[config.mk]
export PLATFORM = sky130hd
export DESIGN_NAME = ws2812_frame_sequencer
export DESIGN_NICKNAME = d
export VERILOG_FILES = /design/src/rtl/ws2812_pkg.sv /design/src/rtl/ws2812_pixel_ram.sv /design/src/rtl/ws2812_frame_sequencer.sv
export SDC_FILE = /design/constraint.sdc
export NUM_CORES = 1
export LEC_CHECK = 0
export BUFFER_PORTS_ARGS = -buffer_cell sky130_fd_sc_hd__buf_2
export CAP_MARGIN = 10
export CORE_MARGIN = 3
export CORE_UTILIZATION = 45
export DETAILED_ROUTE_END_ITERATION = 16
export PLACE_DENSITY_LB_ADDON = 0.08
export SETUP_SLACK_MARGIN = 0.3
export SYNTH_ARGS = -nofsm -noshare
export SYNTH_HDL_FRONTEND = slang
export SYNTH_SLANG_ARGS = --single-unit
[constraint.sdc]
create_clock -name clk -period 2.4 [get_ports clk]
set_input_delay 0 -clock clk [delete_from_list [all_inputs] [get_ports clk]]
set_output_delay 0 -clock clk [all_outputs]
set_load 0.05 [all_outputs]
[src/rtl/ws2812_pkg.sv]
// Shared WS2812 definitions: colour constants, encoder bit timing and the
// frame sequencer state encoding.
package ws2812_pkg;

  localparam logic [23:0] OFF   = 24'h000000;
  localparam logic [23:0] WHITE = 24'hFFFFFF;

  // Encoder timing in clock cycles; each bit period totals 1100 cycles.
  localparam int unsigned T0H = 32'd350;
  localparam int unsigned T0L = 32'd750;
  localparam int unsigned T1H = 32'd700;
  localparam int unsigned T1L = 32'd400;
  localparam int unsigned RST = 32'd15000;

  typedef enum logic [1:0] {
    ST_IDLE  = 2'd0,
    ST_FETCH = 2'd1,
    ST_SEND  = 2'd2,
    ST_LATCH = 2'd3
  } state_t;

  function automatic logic [31:0] sat_inc(input logic [31:0] value, input logic [31:0] max);
    return (value >= max) ? max : value + 32'd1;
  endfunction

endpackage

[src/rtl/ws2812_pixel_ram.sv]
// Pixel colour store: one write port, one registered read port, write-first on
// a same-address collision. Contents and read register are not reset.
module ws2812_pixel_ram #(
  parameter int ADDR_W = 3
) (
  input  logic              clk,
  input  logic              wr_en,
  input  logic [ADDR_W-1:0] wr_addr,
  input  logic [23:0]       wr_data,
  input  logic              rd_en,
  input  logic [ADDR_W-1:0] rd_addr,
  output logic [23:0]       rd_data
);

  logic [23:0] mem [1<<ADDR_W];

  // Storage write.
  always_ff @(posedge clk) begin
    if (wr_en) begin
      mem[wr_addr] <= wr_data;
    end
  end

  // Registered read; a simultaneous write to the same address is forwarded.
  always_ff @(posedge clk) begin
    if (rd_en) begin
      rd_data <= (wr_en && (wr_addr == rd_addr)) ? wr_data : mem[rd_addr];
    end
  end

endmodule

[src/rtl/ws2812_frame_sequencer.sv]
// Streams the pixel RAM to the WS2812 encoder one LED at a time, then waits out
// the latch gap before pulsing frame_done. Frames start on request or refresh.
module ws2812_frame_sequencer
  import ws2812_pkg::*;
#(
  parameter int NUM_LEDS       = 8,
  parameter int ADDR_W         = 3,
  parameter int RESET_CYCLES   = 42000,
  parameter int REFRESH_CYCLES = 1000000
) (
  input  logic              clk,
  input  logic              rst,
  input  logic              wr_en,
  input  logic [ADDR_W-1:0] wr_addr,
  input  logic [23:0]       wr_data,
  input  logic              start,
  input  logic              auto_refresh,
  output logic              pix_valid,
  output logic [23:0]       pix_data,
  output logic              pix_last,
  input  logic              pix_ready,
  output logic              busy,
  output logic              frame_done
);

  localparam logic [ADDR_W-1:0] LAST_IDX    = ADDR_W'(NUM_LEDS - 1);
  localparam logic [31:0]       LATCH_MAX   = 32'(RESET_CYCLES - 1);
  localparam logic [31:0]       REFRESH_MAX = 32'(REFRESH_CYCLES - 1);

  state_t            state, state_nxt;
  logic              pending, pending_nxt;
  logic [ADDR_W-1:0] idx, idx_nxt;
  logic [31:0]       latch_cnt, latch_nxt;
  logic [31:0]       refresh_cnt, refresh_nxt;
  logic              pix_valid_nxt, pix_last_nxt, busy_nxt, frame_done_nxt;
  logic              rd_en;
  logic              req;
  logic              go;
  logic [23:0]       ram_data;

  ws2812_pixel_ram #(.ADDR_W(ADDR_W)) u_ram (
    .clk     (clk),
    .wr_en   (wr_en),
    .wr_addr (wr_addr),
    .wr_data (wr_data),
    .rd_en   (rd_en),
    .rd_addr (idx),
    .rd_data (ram_data)
  );

  // The read register only loads in FETCH, so it is stable for the whole SEND.
  assign pix_data = pix_valid ? ram_data : OFF;

  assign req = start | (auto_refresh & (refresh_cnt == REFRESH_MAX));
  assign go  = pending | req;

  // State, counters and registered outputs.
  always_ff @(posedge clk or negedge rst) begin
    if (!rst) begin
      state       <= ST_IDLE;
      pending     <= 1'b0;
      idx         <= '0;
      latch_cnt   <= 32'd0;
      refresh_cnt <= 32'd0;
      pix_valid   <= 1'b0;
      pix_last    <= 1'b0;
      busy        <= 1'b0;
      frame_done  <= 1'b0;
    end else begin
      state       <= state_nxt;
      pending     <= pending_nxt;
      idx         <= idx_nxt;
      latch_cnt   <= latch_nxt;
      refresh_cnt <= refresh_nxt;
      pix_valid   <= pix_valid_nxt;
      pix_last    <= pix_last_nxt;
      busy        <= busy_nxt;
      frame_done  <= frame_done_nxt;
    end
  end

  // Next-state and next-output logic.
  always_comb begin
    state_nxt      = state;
    pending_nxt    = pending | req;
    idx_nxt        = idx;
    latch_nxt      = latch_cnt;
    refresh_nxt    = sat_inc(refresh_cnt, REFRESH_MAX);
    pix_valid_nxt  = 1'b0;
    pix_last_nxt   = pix_last;
    frame_done_nxt = 1'b0;
    rd_en          = 1'b0;
    case (state)
      ST_IDLE: begin
        if (go) begin
          state_nxt   = ST_FETCH;
          pending_nxt = 1'b0;
          idx_nxt     = '0;
          refresh_nxt = 32'd0;
        end else begin
          state_nxt = ST_IDLE;
        end
      end
      ST_FETCH: begin
        rd_en         = 1'b1;
        state_nxt     = ST_SEND;
        pix_valid_nxt = 1'b1;
        pix_last_nxt  = (idx == LAST_IDX);
      end
      ST_SEND: begin
        if (pix_ready) begin
          pix_last_nxt = 1'b0;
          if (idx == LAST_IDX) begin
            state_nxt = ST_LATCH;
            latch_nxt = 32'd0;
          end else begin
            state_nxt = ST_FETCH;
            idx_nxt   = idx + ADDR_W'(1);
          end
        end else begin
          pix_valid_nxt = 1'b1;
        end
      end
      ST_LATCH: begin
        if (latch_cnt == LATCH_MAX) begin
          frame_done_nxt = 1'b1;
          if (go) begin
            // Back-to-back frame: restart without passing through IDLE.
            state_nxt   = ST_FETCH;
            pending_nxt = 1'b0;
            idx_nxt     = '0;
            refresh_nxt = 32'd0;
          end else begin
            state_nxt = ST_IDLE;
          end
        end else begin
          latch_nxt = latch_cnt + 32'd1;
        end
      end
      default: begin
        state_nxt = ST_IDLE;
      end
    endcase
    busy_nxt = (state_nxt != ST_IDLE);
  end

endmodule

==> results of run 1 <==
[what timing repair did]
item | 4_1_cts | 5_1_grt
setup buffers | 8 | 3
gates resized for setup | 8 | 26
endpoints found under the setup margin | 39 | 81
hold buffers | 29 | 0
endpoints found under the hold margin | 271 | 0
pin swaps | 2 | 11
gates cloned | 1 | 2
[worst min-delay path: stages]
cell	delay (ns)
buf_2	0.16
nand2_1	0.13
nor2_2	0.12
[cells in the final DEF, fill, tap and decap left out, drive strengths merged, types with 8 or more instances in the layout]
| master | n |
|---|---|
| ha | 8 |
| and2 | 28 |
| and3 | 11 |
| nand2 | 24 |
| conb | 12 |
| edfxtp | 216 |
| nand4 | 21 |
| nor3 | 17 |
| nand3 | 18 |
| a21oi | 40 |
| buf | 110 |
| mux4 | 48 |
| clkbuf | 40 |
| clkinv | 15 |
| nor4 | 9 |
| xor2 | 31 |
| o21ai | 10 |
| dlygate4sd3 | 29 |
| mux2i | 25 |
| dfrtp | 74 |
| inv | 9 |
| nor2 | 71 |
| xnor2 | 15 |
[final cells by class]
type / instances / area [µm²] / share of cell area (%)
tap: 335 / 419.2 / 2.863
clock buffer: 39 / 805.8 / 5.503
inverter: 8 / 30.03 / 0.2051
sequential: 290 / 8346 / 57.00
multi-input combinational: 437 / 3829 / 26.15
timing repair buffer: 140 / 1070 / 7.306
clock inverter: 18 / 142.6 / 0.9742
[state kept, by name, summed over array words and instances (netlist names)]
signal         count
latch_cnt         32
busy               1
pix_valid          1
state              2
idx                3
u_ram.mem        192
frame_done         1
pending            1
u_ram.rd_data     24
refresh_cnt       32
pix_last           1
[layer usage]
metal / vias up / track usage, %
met1: 3464 / 23.71
met5: - / 0
li1: 3207 / -
met2: 134 / 29.94
met4: 0 / 4.339
met3: 40 / 3.182
[through the flow]
stage / instance area [µm²] / worst slack [ns] / hold WS, ns / cells / util (%)
2_1_floorplan: 12150 / 0.2919 / -0.2956 / 769 / -
3_3_place_gp: 13090 / 0.1597 / 0.1289 / 1167 / 49.94
3_5_place_dp: 13090 / 0.1205 / 0.1588 / 1167 / 49.94
4_1_cts: 14450 / 0.2174 / 0.01506 / 1262 / 55.15
5_1_grt: 14640 / 0.1719 / 0.04065 / 1267 / 55.87
6_report: 14640 / 0.2211 / 0.03889 / 1267 / 55.87
[power by group]
group / leakage (nW) / switching (mW) / internal (mW)
clock network: 0.465 / 1.88 / 2.58
logic: 1.87 / 2.32 / 1.83
registers: 2.90 / 0.238 / 5.99
total: 5.24 / 4.44 / 10.4
[kinds of logic after synthesis]
group	Yosys count	synth area share, %
flops	290	68.94
compound gates	70	3.921
simple gates	227	10.30
fa+ha+maj	8	0.8276
xor+xnor	46	3.331
other cells	1	0.03100
mux	74	11.10
buf+inv	42	1.552
[worst max path at each step]
stage	startpoint	end	slack, ns	depth (start not counted)
after floorplan	state[0]	latch_cnt[24]	0.29	9
after global placement	idx[0]	latch_cnt[21]	0.16	7
after detailed placement	state[0]	latch_cnt[21]	0.12	7
after CTS	state[0]	latch_cnt[21]	0.22	7
after global routing	refresh_cnt[12]	refresh_cnt[12]	0.17	7
final	refresh_cnt[13]	refresh_cnt[6]	0.22	7
==> impl_summary.log, run 1 <==
[metrics] Worst Path Required: 2.81 ns
[metrics] sink of the worst hold path: u_ram.mem[7][3]
[metrics] Clock Latency Late Sink: 0.57 ns
[metrics] headroom to the max-slew limit: 43.15%
[metrics] number of routed nets with antenna violations: 0
[metrics] Synthesis Warnings: 0
[metrics] setup_tns: 0 ns
[metrics] buffers plus inverters on the worst setup path: 2
[metrics] Async SR Flop Fraction: 25.52%
[metrics] number of max-cap violations: 0
[metrics] flip-flop and latch count after synthesis: 290
[metrics] startpoint of the most critical register-to-register path: refresh_cnt[13]
[metrics] Die H: 169.9 µm
[metrics] Max Fclk: 458.9 MHz
[metrics] number of stages on the worst hold path: 3
[metrics] number of remaining DRC errors: 0
[metrics] clk_skew: 0.01852 ns
[metrics] clock buffers created by TritonCTS: 31
[metrics] R2R Setup Slk: 0.22 ns
[metrics] synthesized area: 12100 µm²
[metrics] initial antenna violation count: 0
[metrics] EDFF count, synth: 216
[metrics] highest metal used: met4
[metrics] worst path cell trace: or4_4, nor4_4, a311oi_4, a211oi_4, buf_6, clkbuf_16, nor3_2
[metrics] Final Wtd Congestion: 0.8035
[metrics] number of setup violations in the final report: 0
[metrics] library cell used as clock root buffer: clkbuf_16
[metrics] startpoint of the most critical hold path: wr_addr[1]
[metrics] CTS tree: done
[metrics] WL met3: 1072 µm
[metrics] biggest cell delay along the critical path: 0.55 ns
[metrics] most numerous cell types in the synthesized netlist: edfxtp_1, dfrtp_1, nor2_1, mux4_2, xor2_1
[metrics] kind of critical path: flip-flop to flip-flop
[metrics] fraction of post-synthesis cell area in the top cell type by area: 53.63%
[metrics] result of the run: completed
[metrics] worst min-delay path class: input port to flip-flop
[metrics] port buffer count: 60
[metrics] initial core utilization: 46.15%
[metrics] I/O Pins: 61
[metrics] logic depth of the worst register-to-register path: 7
[metrics] maximum number of pins on one net before global-route repair: 52
[metrics] final antenna diode count: 0
[metrics] pwr/cell area: 1013 nW/µm²
[metrics] detailed-route wire length: 25350 µm
[metrics] register area share after synthesis: 68.94%
[metrics] cell class contributing the biggest share of worst-path delay: simple AND/OR/NAND/NOR gates
[metrics] leakage dissipation: 5.240 nW
[metrics] flip-flop cell with the highest count after synthesis: edfxtp_1
[metrics] 1st-iter DRT viols: 425
[metrics] Routed WL per cell: 20.01 µm
[metrics] Die Area: 28880 µm²
[metrics] number of global-route vias before repair: 7269
[metrics] number of distinct library cells after synthesis: 58
[metrics] post-route minimum period: 2.179 ns
[metrics] Worst Setup End Kind: flip-flop
[metrics] Tot Pwr: 14.83 mW
[metrics] highest fanout seen on the critical path: 5
[metrics] cell types occupying the most area after synthesis: edfxtp_1, dfrtp_1, mux4_2
[metrics] crit share post-route: 90.79%
[metrics] share of final-layout standard cells stronger than drive strength 1: 27.25%
[metrics] H-tree Lvls: 1
[metrics] most common cell in the synthesized netlist: edfxtp_1
[metrics] slowest library cell on the worst path: or4_4
[metrics] kind of start point of the critical path: flip-flop
[metrics] M1 WL: 11050 µm
[metrics] synthesized area divided by synthesized cell count: 15.96 µm²
[metrics] average vias per placed instance: 5.403
[metrics] met2 layer wire length in the routed design: 12670 µm
[metrics] peak supply drop: 0.7412 mV
[metrics] Core Footprint: 26210 µm²
[metrics] slew of the pin with the lowest slew margin: 0.8528 ns
[metrics] cells after synthesis: 758
[metrics] setup repair after global routing missed its margin: true
[metrics] Site Rows: 59
[metrics] dominant cell type by area after synthesis: edfxtp_1
[metrics] final global-route overflow total: 0
[metrics] number of sinks on the clock net: 290
[metrics] horizontal die dimension: 169.9 µm
[metrics] area added between synthesis and finish: 21.05%
[metrics] wire length of the first global-routing pass: 39960 µm
[metrics] maximum root-to-sink buffer count: 3
[metrics] worst r2r dst: refresh_cnt[6]
[metrics] vias: 6845
[metrics] Worst Path Arrival: 2.59 ns
[metrics] final max-slew violation count: 0
[metrics] clock-pin slew on the worst setup and hold paths: 0.06 ns
[metrics] endpoints failing hold: 0
[metrics] count of nets after finishing: 949
[metrics] number of fill cells in the layout: 2037
[metrics] Detail Placement HPWL: 15180 µm
[metrics] count of TritonRoute iterations in the first routing pass: 5
[metrics] GR Util All Layers: 17.58%
Power figures use the tool's default switching activity.
==> run 2, diff against run 1 <==
- clock period: 2.4 -> 2 ns (I/O delays scaled with it)
==> impl_summary.log, run 2 (synthesized netlist as in run 1, its figures left out) <==
[metrics] Final Wtd Congestion: 0.8075
[metrics] count of nets after finishing: 1021
[metrics] 1st-iter DRT viols: 475
[metrics] number of standard cells in the layout, taps in and fillers out: 1339
[metrics] peak supply drop: 0.6501 mV
[metrics] worst r2r dst: refresh_cnt[12]
[metrics] headroom to the max-slew limit: 43.72%
[metrics] setup_tns: -1.607 ns
[metrics] Max Fclk: 476.1 MHz
[metrics] area added between synthesis and finish: 31.45%
[metrics] biggest registers after layout: u_ram.mem: 192 flops, latch_cnt: 32 flops, refresh_cnt: 32 flops
[metrics] Die H: 169.9 µm
[metrics] H-tree Lvls: 1
[metrics] kind of start point of the critical path: flip-flop
[metrics] horizontal die dimension: 169.9 µm
[metrics] leakage dissipation: 5.761 nW
[metrics] Largest register FFs: 192
[metrics] clock buffers created by TritonCTS: 30
[metrics] number of setup violations in the final report: 21
[metrics] logic depth of the worst register-to-register path: 7
[metrics] power share of the clock group: 27.2%
[metrics] result of the run: complete, but fails checks
[metrics] Largest Register: u_ram.mem
[metrics] Setup WS pre-CTS: -0.09845 ns
[metrics] violations in the final reports: setup timing
[metrics] Core Footprint: 26210 µm²
[metrics] relative contribution of combinational cells to total power: 34.0%
[metrics] number of routed nets with antenna violations: 0
[metrics] final antenna diode count: 0
[metrics] pwr/cell area: 1210 nW/µm²
[metrics] Worst Path Arrival: 2.51 ns
[metrics] crit share post-route: 105.0%
[metrics] I/O Pins: 61
[metrics] number of global-route vias before repair: 7694
[metrics] Die Area: 28880 µm²
[metrics] most common cell after layout, fill and taps aside: edfxtp_1
[metrics] kind of critical path: flip-flop to flip-flop
[metrics] Routed WL per cell: 21.22 µm
[metrics] share of power burned in registers: 38.8%
[metrics] initial core utilization: 46.15%
[metrics] highest fanout seen on the critical path: 5
[metrics] switch share: 30.15%
[metrics] number of fill cells in the layout: 1908
[metrics] number of sinks on the clock net: 290
[metrics] final global-route overflow total: 0
[metrics] internal power consumption: 13.44 mW
[metrics] GR Util All Layers: 19.11%
[metrics] post-route standard cell area excluding fillers: 15900 µm²
[metrics] Site Rows: 59
[metrics] maximum root-to-sink buffer count: 3
[metrics] wire length of the first global-routing pass: 43140 µm
[metrics] most frequent cells in the layout: edfxtp_1, buf_4, dfrtp_1
[metrics] clock-pin slew on the worst setup and hold paths: 0.06 ns
[metrics] initial antenna violation count: 1
[metrics] cell area reported after detailed placement: 13440 µm²
[metrics] Clock Latency Late Sink: 0.55 ns
[metrics] Worst Setup End Kind: flip-flop
[metrics] worst min-delay path class: input port to async pin
[metrics] number of max-cap violations: 0
[metrics] setup repair after global routing missed its margin: true
[metrics] library cell used as clock root buffer: clkbuf_16
[metrics] worst hold slack: 0.01047 ns
[metrics] maximum number of pins on one net before global-route repair: 37
[metrics] share of final-layout standard cells stronger than drive strength 1: 38.84%
[metrics] final critical-path setup slack: -0.1004 ns
[metrics] slew of the pin with the lowest slew margin: 0.8415 ns
[metrics] average vias per placed instance: 5.492
[metrics] endpoints failing hold: 0
[metrics] CTS tree: done
[metrics] R2R Setup Slk: -0.10 ns
[metrics] post-route minimum period: 2.100 ns
[metrics] DP Cell Count: 1204
[metrics] port buffer count: 60
[metrics] switching power: 5.801 mW
[metrics] Worst Path Required: 2.41 ns
[metrics] count of TritonRoute iterations in the first routing pass: 5
[metrics] Detail Placement HPWL: 15290 µm
[metrics] final max-slew violation count: 0
[metrics] vias: 7354
[metrics] clk_skew: 0.01243 ns
[metrics] startpoint of the most critical register-to-register path: refresh_cnt[11]
[metrics] detailed-route wire length: 28410 µm
[metrics] number of remaining DRC errors: 0
[run 2: power groups by stage]
stage / combinational, mW / clock, mW / sequential, mW
after floorplan: 3.42 / 0 / 7.56
after global routing: 7.01 / 5.62 / 7.51
after detailed placement: 4.79 / 0 / 7.55
after global placement: 4.69 / 0 / 7.52
final: 6.54 / 5.24 / 7.46
after CTS: 5.76 / 5.37 / 7.45
[run 2: worst max-delay path by stage]
stage                         start         endpoint  slack [ns]  cells past startpoint
floorplan           refresh_cnt[12]  refresh_cnt[10]       -0.01                      6
global placement    refresh_cnt[12]  refresh_cnt[12]       -0.04                      6
detailed placement  refresh_cnt[12]  refresh_cnt[10]        -0.1                      6
CTS                 refresh_cnt[12]  refresh_cnt[10]       -0.11                      7
global route               state[0]    latch_cnt[21]       -0.18                      7
finish              refresh_cnt[11]  refresh_cnt[12]       -0.10                      7
[run 2: worst max-delay path, cell delays in order, from the launching register on]
cell       delay (ns)
dfrtp_1          0.38
or4_4            0.57
nor4_4           0.25
a311oi_2         0.17
a211oi_4         0.23
buf_6            0.17
clkbuf_16        0.15
nor3_2           0.04
[run 2: layout make-up]
type / instances / area [µm²] / area share (%)
multi-input cells: 437 / 4238 / 26.65
clock buffers: 49 / 852.1 / 5.359
repair buffers: 213 / 1942 / 12.21
clock inverters: 7 / 73.82 / 0.4643
flip-flops and latches: 290 / 8344 / 52.48
well taps: 335 / 419.2 / 2.636
inverters: 8 / 30.03 / 0.1889
[run 2: what timing repair did]
action | CTS | global route
setup endpoints to repair | 90 | 86
gates resized for setup | 71 | 83
pin swaps | 29 | 29
gates cloned | 6 | 8
hold endpoints to repair | 298 | 0
hold buffers | 28 | 0
buffers inserted | 15 | 22
[run 2: through the flow]
stage | util [%] | power, mW
floorplan | - | 10.97
global placement | 51.29 | 12.21
detailed placement | 51.29 | 12.34
CTS | 58.10 | 18.58
global route | 60.67 | 20.14
finish | 60.67 | 19.24
[run 2: metal layers]
metal	up-vias	wire length (µm)	part of all wire [%]	global-route usage, %
met5	-	0	0	0
met4	0	510	1.8	4.198
met3	36	1160	4.1	2.741
met2	150	14620	51	33.79
met1	3814	12120	43	25.41
li1	3354	-	-	-
